===== config.mk =====
export PLATFORM = sky130hd
export DESIGN_NAME = srambank_rr_arbiter
export DESIGN_NICKNAME = d
export VERILOG_FILES = /design/src/rtl/srambank_ctrl_pkg.sv /design/src/rtl/rr_arb_core.sv /design/src/rtl/srambank_rr_arbiter.sv
export SDC_FILE = /design/constraint.sdc
export NUM_CORES = 1
export LEC_CHECK = 0
export ABC_AREA = 1
export BUFFER_PORTS_ARGS = -buffer_cell sky130_fd_sc_hd__clkbuf_2
export CAP_MARGIN = 10
export CORE_AREA = 8 8 161 163
export CTS_BUF_LIST = sky130_fd_sc_hd__clkbuf_8
export CTS_CLUSTER_DIAMETER = 50
export CTS_CLUSTER_SIZE = 40
export DETAILED_ROUTE_END_ITERATION = 8
export DIE_AREA = 0 0 169 171
export GPL_ROUTABILITY_DRIVEN = 0
export SLEW_MARGIN = 0
export SYNTH_ARGS = -nofsm -noshare
export SYNTH_HDL_FRONTEND = slang
export SYNTH_SLANG_ARGS = --single-unit

===== constraint.sdc =====
create_clock -name clk -period 1.7 [get_ports clk]
set_clock_uncertainty 0.2 [all_clocks]
set_input_delay 0.17 -clock clk [delete_from_list [all_inputs] [get_ports clk]]
set_output_delay 0.17 -clock clk [all_outputs]
set_load 0.02 [all_outputs]

===== src/rtl/srambank_ctrl_pkg.sv =====
// Shared sizing defaults and the one-hot grant type for the SRAM bank round-robin front end.
package srambank_ctrl_pkg;

  localparam int unsigned NREQ_DEF   = 2;
  localparam int unsigned ADDR_W_DEF = 8;
  localparam int unsigned DATA_W_DEF = 80;

  // Widest supported requester count; narrower instances truncate the grant.
  localparam int unsigned NREQ_MAX   = 8;
  localparam int unsigned IDX_MAX_W  = 3;

  typedef logic [NREQ_MAX-1:0] grant_t;

  function automatic grant_t idx_to_grant(input logic [IDX_MAX_W-1:0] idx);
    return grant_t'(1) << idx;
  endfunction

endpackage


===== src/rtl/rr_arb_core.sv =====
// Combinational round-robin pick: first valid requester at or after ptr, wrapping mod NREQ.
module rr_arb_core
  import srambank_ctrl_pkg::*;
#(
  parameter int unsigned NREQ  = NREQ_DEF,
  parameter int unsigned IDX_W = $clog2(NREQ)
) (
  input  logic [NREQ-1:0]  valid,
  input  logic [IDX_W-1:0] ptr,
  output logic [NREQ-1:0]  grant,
  output logic [IDX_W-1:0] idx
);

  logic             found;
  logic [IDX_W:0]   cand;

  always_comb begin
    found = 1'b0;
    idx   = '0;
    cand  = '0;
    for (int unsigned k = 0; k < NREQ; k++) begin
      cand = (IDX_W+1)'(ptr) + (IDX_W+1)'(k);
      if (cand >= (IDX_W+1)'(NREQ)) begin
        cand = cand - (IDX_W+1)'(NREQ);
      end
      if (!found && valid[cand[IDX_W-1:0]]) begin
        found = 1'b1;
        idx   = cand[IDX_W-1:0];
      end
    end
    grant = found ? NREQ'(idx_to_grant(IDX_MAX_W'(idx))) : '0;
  end

endmodule


===== src/rtl/srambank_rr_arbiter.sv =====
// Round-robin front end sharing one single-port synchronous SRAM bank among NREQ requesters.
module srambank_rr_arbiter
  import srambank_ctrl_pkg::*;
#(
  parameter int unsigned NREQ   = NREQ_DEF,
  parameter int unsigned ADDR_W = ADDR_W_DEF,
  parameter int unsigned DATA_W = DATA_W_DEF
) (
  input  logic                     clk,
  input  logic                     reset,
  input  logic [NREQ-1:0]          req_valid,
  input  logic [NREQ-1:0]          req_write,
  input  logic [NREQ*ADDR_W-1:0]   req_addr,
  input  logic [NREQ*DATA_W-1:0]   req_wd,
  output logic [NREQ-1:0]          req_ready,
  output logic [NREQ-1:0]          rsp_valid,
  output logic [DATA_W-1:0]        rsp_data,
  output logic [ADDR_W-1:0]        bank_addr,
  output logic [DATA_W-1:0]        bank_wd,
  output logic                     bank_sel,
  output logic                     bank_read,
  output logic                     bank_write,
  input  logic [DATA_W-1:0]        bank_dout
);

  localparam int unsigned IDX_W = $clog2(NREQ);

  logic [IDX_W-1:0]  rr_ptr;
  logic [IDX_W-1:0]  win_idx;
  logic [NREQ-1:0]   grant;
  logic              accept;
  logic              win_write;
  logic [ADDR_W-1:0] addr_q;
  logic [DATA_W-1:0] wd_q;
  logic              rd_pend_q;
  logic [IDX_W-1:0]  rd_idx_q;

  rr_arb_core #(
    .NREQ  (NREQ),
    .IDX_W (IDX_W)
  ) u_core (
    .valid (req_valid),
    .ptr   (rr_ptr),
    .grant (grant),
    .idx   (win_idx)
  );

  // Bank muxes; address/data hold their last value when idle to avoid toggling the pins.
  always_comb begin
    accept    = ~reset & (|grant);
    req_ready = reset ? '0 : grant;
    win_write = 1'b0;
    bank_addr = addr_q;
    bank_wd   = wd_q;
    for (int unsigned i = 0; i < NREQ; i++) begin
      if (accept && grant[i]) begin
        win_write = req_write[i];
        bank_addr = req_addr[i*ADDR_W +: ADDR_W];
        bank_wd   = req_wd[i*DATA_W +: DATA_W];
      end
    end
    bank_sel   = accept;
    bank_write = accept & win_write;
    bank_read  = accept & ~win_write;
  end

  // The bank latches dataout, so rsp_data is the pin itself; only the strobe is pipelined.
  assign rsp_data  = bank_dout;
  assign rsp_valid = rd_pend_q ? NREQ'(idx_to_grant(IDX_MAX_W'(rd_idx_q))) : '0;

  always_ff @(posedge clk) begin
    if (reset) begin
      rr_ptr    <= '0;
      rd_pend_q <= 1'b0;
      rd_idx_q  <= '0;
      addr_q    <= '0;
      wd_q      <= '0;
    end else begin
      rd_pend_q <= bank_read;
      rd_idx_q  <= win_idx;
      if (accept) begin
        rr_ptr <= (win_idx == IDX_W'(NREQ-1)) ? '0 : win_idx + IDX_W'(1);
        addr_q <= bank_addr;
        wd_q   <= bank_wd;
      end
    end
  end

endmodule

Word level (Yosys, flattened, before mapping)
Cells that the tools add are included.
- add/sub/neg operators: 4
- $lt $le $gt $ge: 4
- shift-type cells: 2
- muxes and demuxes: 20
- bitwise operators: 5
- reductions and logical operators: 5
- operators with widths (cell ; number):
    80-bit 2-to-1 mux ; 2
    8-bit 2-to-1 mux ; 2
    1-bit 2-to-1 mux ; 13
    2-bit 2-to-1 mux ; 3
    1-bit by 2-bit < comparator with 1-bit output (second input constant) ; 2
    1-bit by 1-bit left shift with 2-bit output (first input constant) ; 2
    1-bit AND ; 3
    1-bit logical AND ; 3
    1-bit by 1-bit adder with 2-bit output (second input constant) ; 1
    1-bit by 2-bit greater-or-equal comparator with 1-bit output (second input constant) ; 1
    2-bit greater-or-equal comparator (second input constant) ; 1
    1-bit NOT ; 2
    2-bit OR reduction ; 1
    1-bit subtractor (second input constant) ; 2
    1-bit adder (second input constant) ; 1
    1-bit logical NOT ; 1
- flip-flop bits (word level): 91
- input port bits: 262
- output and inout bits: 175
- logic and storage cells: 45

Logic depth before layout (Yosys ltp)
Gate-level depths: netlist of the first run.
- depth in word-level cells: 17
- mapped depth: 9
- gate-level depth less buffers: 7

By module
From an unflattened synthesis of the first run, not the netlist that was laid out.
- cells, all modules: 869
- area, all modules: 5390.2 µm²
- modules (own cells, without submodules) (module ; instances ; cells an instance ; area an instance (µm²) ; sequential area each (µm²)):
    srambank_rr_arbiter ; 1 ; 864 ; 5361.4 ; 1821.7
    rr_arb_core ; 1 ; 5 ; 28.8 ; 0.0

Least setup slack after synthesis of the first run
Ideal clock, no wire load.
- path type: register to output
- from: register rr_ptr
- to: output port bank_read
- data arrival time: 1.529 ns
- data required time: 1.330 ns
- setup slack: -0.199 ns
- stages on the path, launching flop included: 10
- buffers on the path: 2
- cells stage by stage: dfxtp_1 inv_1 nand2_1 nand3_4 buf_6 buf_2 inv_1 nand2_1 nand2_1 nor2_1
- word-level cells in the longest chain between the ends: 17
- elaborated cells between the ends (all ways): 27
- classes of those cells: add/sub (3); order compare (2); shift (1); mux (13); bitwise (3); reduce/logical (5)
- ends and longest elaborated chain (what ; line ; text):
    from (decl) ; srambank_rr_arbiter.sv:28 ; logic [IDX_W-1:0] rr_ptr;
    from (signal assigned) ; srambank_rr_arbiter.sv:82 ; rr_ptr <= (win_idx == IDX_W'(NREQ-1)) ? '0 : win_idx + IDX_W'(1);
    1-bit by 2-bit greater-or-equal comparator with 1-bit output or 1-bit subtractor (tied branches) ; rr_arb_core.sv:23, rr_arb_core.sv:24 ;
    1-bit 2-to-1 mux ; rr_arb_core.sv:23 ; if (cand >= (IDX_W+1)'(NREQ)) begin
    1-bit 2-to-1 mux (not written as such) (2 in a row) ; rr_arb_core.sv:26 ; if (!found && valid[cand[IDX_W-1:0]]) begin
    1-bit 2-to-1 mux ; rr_arb_core.sv:26 ;
    1-bit logical NOT ; rr_arb_core.sv:26 ;
    1-bit logical AND ; rr_arb_core.sv:26 ;
    1-bit 2-to-1 mux ; rr_arb_core.sv:26 ;
    1-bit by 1-bit left shift with 2-bit output ; srambank_ctrl_pkg.sv:15 ; return grant_t'(1) << idx;
    2-bit 2-to-1 mux (*) ; rr_arb_core.sv:31 ; grant = found ? NREQ'(idx_to_grant(IDX_MAX_W'(idx))) : '0;
    2-bit OR reduction ; srambank_rr_arbiter.sv:50 ; accept = ~reset & (|grant);
    1-bit AND ; srambank_rr_arbiter.sv:50 ;
    1-bit logical AND ; srambank_rr_arbiter.sv:56 ; if (accept && grant[i]) begin
    1-bit 2-to-1 mux (2 in a row) ; srambank_rr_arbiter.sv:56 ;
    1-bit NOT ; srambank_rr_arbiter.sv:64 ; bank_read = accept & ~win_write;
    1-bit AND (*) ; srambank_rr_arbiter.sv:64 ;
    to (decl) ; srambank_rr_arbiter.sv:21 ; output logic bank_read,
Every way passes the cells marked *; elsewhere a longest branch is shown, timed or not. The select of a mux whose other input is x is not followed.

Worst setup path after layout of the first run
- from: register rr_ptr
- to: output port bank_wd[15]
- word-level cells in the longest chain between the ends: 15
- elaborated cells between the ends (all ways): 25
- classes of those cells: add/sub (3); order compare (2); shift (1); mux (13); bitwise (1); reduce/logical (5)
- ends and longest elaborated chain (what ; line ; text):
    1-bit by 2-bit greater-or-equal comparator with 1-bit output or 1-bit subtractor (tied branches) ; rr_arb_core.sv:23, rr_arb_core.sv:24 ;
    1-bit 2-to-1 mux ; rr_arb_core.sv:23 ;
    1-bit 2-to-1 mux (not written as such) (2 in a row) ; rr_arb_core.sv:26 ;
    1-bit 2-to-1 mux ; rr_arb_core.sv:26 ;
    1-bit logical NOT ; rr_arb_core.sv:26 ;
    1-bit logical AND ; rr_arb_core.sv:26 ;
    1-bit 2-to-1 mux ; rr_arb_core.sv:26 ;
    1-bit by 1-bit left shift with 2-bit output ; srambank_ctrl_pkg.sv:15 ;
    2-bit 2-to-1 mux (*) ; rr_arb_core.sv:31 ;
    2-bit OR reduction ; srambank_rr_arbiter.sv:50 ;
    1-bit AND ; srambank_rr_arbiter.sv:50 ;
    1-bit logical AND ; srambank_rr_arbiter.sv:56 ;
    80-bit 2-to-1 mux ; srambank_rr_arbiter.sv:56 ;
    80-bit 2-to-1 mux (*) ; srambank_rr_arbiter.sv:56 ;
    to (decl) ; srambank_rr_arbiter.sv:19 ; output logic [DATA_W-1:0] bank_wd,
Marked as above.

==> flow_summary.json, run 1 <==
{
  "synth_area_sq_mm": 0.00556,
  "placed_area_sq_mm": 0.00737,
  "worst_slack_ps": -554,
  "timing.fmax_ghz": 0.444,
  "final_net_count": 1429,
  "worst_setup_path_end_kind": "output port",
  "min_path_cells": 4,
  "avgSynthCellArea_sq_um": 6.42,
  "hold_path_class": "input port to flop",
  "grt_antenna_before_repair": 1,
  "grt_pass1_vias": 6187,
  "drt_pre_antenna_iters": 4,
  "rsz0062_at_grt": "yes",
  "met2_length_mm": 11.2,
  "row_count": 56,
  "yosys-top-cells-area": "dfxtp_1 33%, nand3_1 16%, nand2_1 12%, buf_4 11%, inv_1 6.5%",
  "worst_skew_pair.late_latency_ps": 380,
  "num_antenna_cells": 0,
  "vdd_drop_max_v": 0.000313,
  "core_area_sq_mm": 0.0233,
  "whs_endpoint": "addr_q[5]",
  "dieArea_sq_mm": 0.0289,
  "htreeDepth": 3,
  "required_ps": 1330,
  "violations": "hold timing, setup timing",
  "reg2reg_from": "rr_ptr",
  "die_h_um": 171,
  "final_max_slew_viol_count": 0,
  "synth_top_family_by_area": "simple AND/OR/NAND/NOR gates",
  "grt_pass1_wl_mm": 31.1,
  "worst-slew-pin-transition_ps": 612,
  "final_area_sq_mm": 0.00862,
  "synth_compound_area_share_pct": 0.473,
  "synth_xor_xnor_area_share_pct": 0,
  "synth_fp_nets": 1128,
  "synth_fa_ha_area_share_pct": 0,
  "wl_met3_mm": 1.73,
  "hpwl_mm": 14.9,
  "ys_ff_latch": 91,
  "drv_cap": 0,
  "io_pins": 437,
  "ctsRootBufferMaster": "clkbuf_8",
  "slew_headroom_pct": 59.2,
  "grt_start_max_net_pins": 77,
  "synth_top_area_cell": "dfxtp_1",
  "synth.distinct_cells": 19,
  "worstPathMaxFanout": 38,
  "cts_buffers": 9,
  "synth_cells": 866,
  "gr-total-overflow": 0,
  "clkSlewWorstSetupHoldPaths_ps": 110,
  "num_vias": 6390,
  "setup_violations": 127,
  "initial_core_util_pct": 23.9,
  "drt_wl_total_mm": 23.3,
  "die_w_um": 169,
  "post_drt_via_cell_ratio": 4.29,
  "synthMuxAreaShare_pct": 0,
  "min_from": "req_addr[13]",
  "cts_tree": "built",
  "post_drt_wl_per_cell_um": 15.6,
  "finalCritPeriodShare_pct": 133,
  "path_class": "flop to output port",
  "wl_met1_mm": 9.58,
  "clock_path_buffers": 2,
  "reg2reg_setup_slack_ps": -170,
  "yosys_warnings": 0,
  "rr_worst_depth": 11,
  "syn_to_final_growth_pct": 55.1,
  "holdWs_ps": -78.8,
  "io_buffer_count": 276,
  "grt.total_usage_pct": 13.4,
  "finalHoldViolCount": 9,
  "synth_top_area_share_pct": 32.8,
  "remaining_drc_errors": 0,
  "cts.sinks": 91,
  "antenna_left": 0,
  "p_leak_nw": 4.82,
  "cp.arrival_ps": 1880,
  "min_period_ps": 2250,
  "ys_seq_area_share_pct": 32.8,
  "drive_above_1_share_pct": 46.0,
  "synth-simple-area-share_pct": 44.6,
  "r2r_end": "wd_q[53]",
  "startpoint_type": "flop",
  "p_per_area_mw_per_mm2": 743,
  "top_layer": "met4",
  "drt_iter0_markers": 228,
  "status": "finished with violations"
}
-- cell type report --
type | instances | area (sq um)
Clock buffer | 10 | 138
Clock inverter | 6 | 65.1
Fill cell | 2491 | 14600
Inverter | 97 | 369
Multi-Input combinational cell | 542 | 2740
Sequential cell | 91 | 1830
Tap cell | 319 | 399
Timing Repair Buffer | 426 | 3090
-- critical path, cell delays in order, from the launching register on --
cell     delay, ps
dfxtp_4        390
inv_2           40
nand2_2         60
nand3_4         80
buf_12         160
buf_16         160
or2_2          300
nand2_1         90
inv_1           40
buf_2          150
-- per-stage QoR --
stage / TNS, ps / std cells / setup slack [ps] / util [%] / total power, mW
finish: -45850 / 1491 / -554 / 37.1 / 6.41
global route: -58410 / 1491 / -650 / 37.1 / 6.80
CTS: -44160 / 1469 / -538 / 34.4 / 6.25
detailed placement: -10850 / 1429 / -149 / 31.7 / 4.46
global placement: -10340 / 1429 / -148 / 31.7 / 4.45
floorplan: 0 / 866 / 30.0 / - / 3.74
-- routing by layer --
layer,track usage (%),vias to the layer above
li1,-,3175
met1,14.5,2889
met2,23.2,267
met3,3.78,59
met4,7.93,0
met5,0,-
-- registers in the layout, indices dropped and copies added, names as in the netlist --
| name | cells |
|---|---|
| rr_ptr | 1 |
| rd_idx_q | 1 |
| rd_pend_q | 1 |
| addr_q | 8 |
| wd_q | 80 |
-- power breakdown --
part,switching [mW],leakage (nW),internal [mW]
logic,1.29,3.96,1.18
clock network,0.866,0.108,0.725
registers,0.0457,0.751,2.30
-- cell families after synthesis --
| group | count (synthesis) |
|---|---|
| AO/OA/AOI/OAI | 3 |
| buffers and inverters | 233 |
| flip-flops | 91 |
| AND/OR/NAND/NOR | 539 |
-- cell usage in the layout (no fill, tap or decap) --
cell,count
clkinv_4,2
nand2_1,130
buf_8,1
buf_12,6
buf_2,26
nor2_1,88
inv_4,2
clkbuf_16,7
buf_16,4
nand2_4,2
clkinv_2,1
nor2_2,2
clkbuf_2,196
nor2_4,1
dfxtp_1,90
o21ai_0,1
nand2_2,51
dfxtp_4,1
inv_6,1
nand3_1,173
nand3_2,3
or2_1,20
or2_0,18
nand3_4,1
dlygate4sd3_1,21
a21oi_1,1
inv_2,5
or2_2,25
inv_1,91
clkbuf_8,16
buf_6,19
or2_4,25
buf_4,119
clkbuf_4,21
bufinv_16,1
a21oi_4,1
-- synthesized netlist by cell type (all sizes together) --
| cell type | number |
|---|---|
| a21oi | 2 |
| buf | 110 |
| clkbuf | 26 |
| dfxtp | 91 |
| inv | 97 |
| nand2 | 183 |
| nand3 | 177 |
| nor2 | 91 |
| o21ai | 1 |
| or2 | 88 |
-- repair_timing --
item / CTS / global route
gates cloned: 1 / 10
hold endpoints to repair: 24 / 9
setup buffers: 4 / 10
hold buffers: 19 / 2
pin swaps: 0 / 12
resized for setup: 61 / 160
setup endpoints to repair: 157 / 165
-- how the worst max path moves through the flow --
stage            from          end  cells after the start
2_1_floorplan  rr_ptr    bank_read                      9
3_3_place_gp   rr_ptr  bank_wd[66]                      9
6_report       rr_ptr  bank_wd[15]                      9
5_1_grt        rr_ptr  bank_wd[55]                     10
4_1_cts        rr_ptr  bank_wd[66]                      9
3_5_place_dp   rr_ptr  bank_wd[66]                      9
No activity file was read; power rests on OpenSTA's default activity.
==> inputs of run 2 (changes only) <==
--- a/config.mk
+++ b/config.mk
@@ -15,6 +15,7 @@
 export DETAILED_ROUTE_END_ITERATION = 8
 export DIE_AREA = 0 0 169 171
 export GPL_ROUTABILITY_DRIVEN = 0
+export GPL_TIMING_DRIVEN = 0
 export SLEW_MARGIN = 0
 export SYNTH_ARGS = -nofsm -noshare
 export SYNTH_HDL_FRONTEND = slang
==> flow_summary.json, run 2 (same netlist as run 1, synthesis figures left out) <==
{
  "status": "finished with violations",
  "violations": "hold timing, setup timing",
  "placedCellCount": 1540,
  "crit_path_cell_trace": "inv_2 > nand2_2 > nand3_4 > buf_12 > clkbuf_16 > or2_0 > nand2_2 > inv_2 > buf_6",
  "remaining_drc_errors": 0,
  "clock_path_buffers": 2,
  "ctsRootBufferMaster": "clkbuf_8",
  "core_area_sq_mm": 0.0233,
  "gr-total-overflow": 0,
  "setup_tns_ps": -53770,
  "holdWs_ps": -87.7,
  "placed_area_sq_mm": 0.00774,
  "num_vias": 7664,
  "cpPeakStageDelay_ps": 380,
  "p_leak_nw": 6.44,
  "final_net_count": 1698,
  "initial_core_util_pct": 23.9,
  "required_ps": 1330,
  "drt_iter0_markers": 318,
  "row_count": 56,
  "p_sw_share_pct": 34.2,
  "worst_skew_pair.late_latency_ps": 370,
  "min_period_ps": 2270,
  "io_pins": 437,
  "top_regs": "wd_q x80, addr_q x8",
  "drv_cap": 0,
  "drive_above_1_share_pct": 60.7,
  "vdd_drop_max_v": 0.000339,
  "p_total_mw": 8.03,
  "rsz0062_at_grt": "yes",
  "p_clk_share_pct": 23.5,
  "worst_slack_ps": -566,
  "hpwl_mm": 19.4,
  "finalCritPeriodShare_pct": 133,
  "cp.arrival_ps": 1900,
  "post_drt_wl_per_cell_um": 16.8,
  "timing.fmax_ghz": 0.441,
  "path_class": "flop to output port",
  "largest_register_ffs": 80,
  "post_drt_via_cell_ratio": 4.35,
  "slew_headroom_pct": 62.5,
  "htreeDepth": 3,
  "postCtsHoldBufs": 46,
  "largest-register": "wd_q",
  "switchingPower_mw": 2.75,
  "io_buffer_count": 355,
  "final_max_slew_viol_count": 0,
  "finalNonFillerCells": 1761,
  "drt_pre_antenna_iters": 4,
  "worst_setup_path_end_kind": "output port",
  "worst-slew-pin-transition_ps": 563,
  "grt_antenna_before_repair": 0,
  "syn_to_final_growth_pct": 111,
  "cts_buffers": 9,
  "drt_wl_total_mm": 29.5,
  "die_w_um": 169,
  "final_cell_mix": "269 x clkbuf_2, 216 x buf_4, 137 x nand3_1",
  "seq_power_share_pct": 29.2,
  "worstPathMaxFanout": 7,
  "cpMaxStageDelayCell": "dfxtp_4",
  "antenna_left": 0,
  "grt_pass1_wl_mm": 41.4,
  "finalHoldViolCount": 18,
  "final_area_sq_mm": 0.0117,
  "cts.sinks": 91,
  "grt.total_usage_pct": 18.2,
  "hold_path_class": "input port to flop",
  "die_h_um": 171,
  "clkSlewWorstSetupHoldPaths_ps": 100,
  "reg2reg_setup_slack_ps": -530,
  "p_int_mw": 5.28,
  "setup_violations": 139,
  "p_per_area_mw_per_mm2": 685,
  "final_core_util_pct": 50.4,
  "cts_tree": "built",
  "comb_power_share_pct": 47.2,
  "grt_start_max_net_pins": 17,
  "dieArea_sq_mm": 0.0289,
  "final_common_cell": "clkbuf_2",
  "grt_pass1_vias": 7798,
  "post-place-ws_ps": -715,
  "startpoint_type": "flop"
}
run 2: cell types whose count changed in the layout (fill, tap and decap cells not counted), sizes merged:
cell and change:
clkbuf +101, buf +141, bufinv +2, nand2 +1, dlygate4sd3 +25, inv -1, diode +1
run 2: path summary, 6_finish.rpt:
check | start | end | depth (start not counted)
max | rr_ptr | bank_wd[62] | 9
min | req_wd[154] | wd_q[74] | 4
max reg2reg | rr_ptr | wd_q[24] | 14
min reg2reg | rr_ptr | rr_ptr | 2
run 2: power by group through the flow:
stage / sequential [mW] / combinational, mW / clock, mW
floorplan: 2.38 / 1.36 / 0
global placement: 2.38 / 2.17 / 0
detailed placement: 2.39 / 2.17 / 0
CTS: 2.34 / 3.35 / 1.94
global route: 2.37 / 4.04 / 2.05
finish: 2.35 / 3.79 / 1.89
run 2: critical path, delay by kind of cell, from the launching register on:
kind	cells	cell delay, ps
buffers and inverters	5	550
DFF	1	380
and+or+nand+nor	4	590
run 2: what timing repair did:
action / in CTS / in global routing
pin swaps: 69 / 52
gates resized for setup: 363 / 233
buffers inserted: 129 / 21
cloned: 8 / 8
endpoints found under the setup margin: 183 / 165
hold endpoints to repair: 45 / 17
run 2: cell type report:
class	count	area, sq um
antenna	1	2.50
buffer	136	1210
clock buffer	9	124
clock inverter	7	121
fill	2220	11500
inverter	97	399
multi-input combinational	543	3220
sequential	91	1830
tap	319	399
timing repair buffer	558	4420
run 2: per-layer routing:
metal | vias to the layer above | share of wire, % | track usage [%]
li1 | 3721 | - | -
met1 | 3532 | 37 | 19.6
met2 | 354 | 52 | 33.0
met3 | 57 | 8.1 | 5.51
met4 | 0 | 2.8 | 6.66
met5 | - | 0 | 0
==> inputs of run 3 (changes only) <==
--- a/config.mk
+++ b/config.mk
@@ -8,14 +8,15 @@
 export ABC_AREA = 1
 export BUFFER_PORTS_ARGS = -buffer_cell sky130_fd_sc_hd__clkbuf_2
 export CAP_MARGIN = 10
-export CORE_AREA = 8 8 161 163
+export CORE_AREA = 2 2 169 171
 export CTS_BUF_LIST = sky130_fd_sc_hd__clkbuf_8
 export CTS_CLUSTER_DIAMETER = 50
 export CTS_CLUSTER_SIZE = 40
 export DETAILED_ROUTE_END_ITERATION = 8
-export DIE_AREA = 0 0 169 171
+export DIE_AREA = 0 0 171 173
 export GPL_ROUTABILITY_DRIVEN = 0
 export GPL_TIMING_DRIVEN = 0
+export RECOVER_POWER = 25
 export SLEW_MARGIN = 0
 export SYNTH_ARGS = -nofsm -noshare
 export SYNTH_HDL_FRONTEND = slang
==> constraint.sdc (replaced) <==
create_clock -name clk -period 2.7 [get_ports clk]
set_clock_uncertainty 0.2 [all_clocks]
set_input_delay 0.27 -clock clk [delete_from_list [all_inputs] [get_ports clk]]
set_output_delay 0.27 -clock clk [all_outputs]
set_load 0.02 [all_outputs]
==> flow_summary.json, run 3 (same netlist as run 1, synthesis figures left out) <==
{
  "min_period_ps": 2490,
  "p_per_area_mw_per_mm2": 464,
  "drt_wl_total_mm": 22.0,
  "row_count": 61,
  "finalCritPeriodShare_pct": 92.3,
  "cts_tree": "built",
  "rr_worst_depth": 8,
  "num_vias": 6608,
  "status": "completed",
  "post_drt_via_cell_ratio": 4.02,
  "wl_met1_mm": 9.05,
  "vdd_drop_max_v": 0.000205,
  "required_ps": 2230,
  "clkSlewWorstSetupHoldPaths_ps": 100,
  "reg2reg_setup_slack_ps": 880,
  "htreeDepth": 3,
  "slew_headroom_pct": 52.9,
  "grt_start_max_net_pins": 16,
  "finalHoldViolCount": 0,
  "syn_to_final_growth_pct": 48.2,
  "timing.fmax_ghz": 0.401,
  "io_pins": 437,
  "remaining_drc_errors": 0,
  "p_leak_nw": 4.70,
  "final_cell_mix": "296 x clkbuf_2, 182 x nand2_1, 176 x nand3_1",
  "cts.sinks": 91,
  "path_class": "flop to output port",
  "worst_setup_path_end_kind": "output port",
  "top_layer": "met4",
  "drv_cap": 0,
  "post_drt_wl_per_cell_um": 13.4,
  "setup_violations": 0,
  "whs_endpoint": "wd_q[42]",
  "final_common_cell": "clkbuf_2",
  "wl_met3_mm": 1.50,
  "dieArea_sq_mm": 0.0296,
  "io_buffer_count": 355,
  "reg2reg_from": "rr_ptr",
  "startpoint_type": "flop",
  "min_from": "req_wd[122]",
  "grt_pass1_wl_mm": 32.8,
  "hpwl_mm": 17.7,
  "drt_iter0_markers": 236,
  "met2_length_mm": 11.1,
  "final_max_slew_viol_count": 0,
  "r2r_end": "wd_q[79]",
  "holdWs_ps": 29.3,
  "largest-register": "wd_q",
  "drt_pre_antenna_iters": 5,
  "cp.arrival_ps": 2020,
  "die_w_um": 171,
  "drive_above_1_share_pct": 38.1,
  "ctsRootBufferMaster": "clkbuf_8",
  "grt.total_usage_pct": 14.3,
  "final_net_count": 1521,
  "antenna_left": 0,
  "grt_pass1_vias": 6250,
  "worst-slew-pin-transition_ps": 706,
  "top_regs": "wd_q x80, addr_q x8",
  "gr-total-overflow": 0,
  "hold_path_class": "input port to flop",
  "die_h_um": 173,
  "worst_skew_pair.late_latency_ps": 360,
  "grt_antenna_before_repair": 0,
  "worstPathMaxFanout": 10,
  "p_total_mw": 3.82,
  "rsz0062_at_grt": "yes",
  "initial_core_util_pct": 20.1,
  "cts_buffers": 9,
  "min_path_cells": 4,
  "clock_path_buffers": 2,
  "largest_register_ffs": 80,
  "core_area_sq_mm": 0.0276
}
==> run 3: cell count changes in the layout (fill, tap and decap cells not counted), moves of 30 or more <==
cell      before  now
nand2_4       31    1
or2_2         20   50
or2_4         32    0
clkbuf_1      15   83
buf_8         53    1
nand3_1      137  176
buf_4        216   90
inv_1         47   97
nand2_1      112  182
nand3_2       38    0
buf_6         31    0
nand2_2       37    0
inv_2         46    0
==> run 3: worst max-delay path by stage <==
stage / start / to / slack, ps
3_3_place_gp: req_valid[1] / bank_wd[38] / 110
3_5_place_dp: req_valid[1] / bank_wd[37] / 80
2_1_floorplan: reset / bank_read / 670
5_1_grt: rr_ptr / bank_wd[57] / -0.4
6_report: rr_ptr / bank_wd[79] / 210
4_1_cts: rr_ptr / bank_addr[0] / 10
==> run 3: routing by layer <==
metal  track usage (%)  vias to the layer above
met5                 0                        -
met4              3.50                        0
met3              3.43                       19
met2              26.1                      279
met1              16.7                     2942
li1                  -                     3368
==> run 3: area by class of cell <==
cell class | count | area [sq um]
tap | 378 | 473
buffer | 134 | 876
clock inverter | 6 | 66.3
timing repair buffer | 384 | 1980
multi-input combinational | 542 | 2510
fill | 3143 | 19400
sequential | 91 | 1820
inverter | 97 | 367
clock buffer | 10 | 138
antenna | 1 | 2.50
==> run 3: power breakdown <==
group	total, mW	switching, mW	internal (mW)
clock network	0.979	0.525	0.454
logic	1.37	0.844	0.528
registers	1.47	0.0262	1.45
==> run 3: critical path, stage by stage (launching register included) <==
cell and delay [ps]:
dfxtp_2 360, inv_1 50, nand2_1 80, nand3_4 150, buf_2 310, buf_2 280
nand3_1 100, nand2_1 120, inv_1 50, clkbuf_2 150
==> run 3: repair_timing <==
action,in CTS,in global routing
hold buffers,22,1
setup buffers,5,1
setup endpoints to repair,91,58
resized for setup,1,16
endpoints found under the hold margin,22,1
pin swaps,1,0
==> run 3: stage by stage <==
stage	setup TNS (ps)	cells	setup slack [ps]	util, %	cell area [sq um]
floorplan	0	866	670	-	5560
CTS	0	1642	13.5	30.0	8290
detailed placement	0	1599	84.1	28.3	7810
global route	-0.370	1642	-0.370	29.8	8240
global placement	0	1599	114	28.3	7810
finish	0	1643	208	29.8	8240
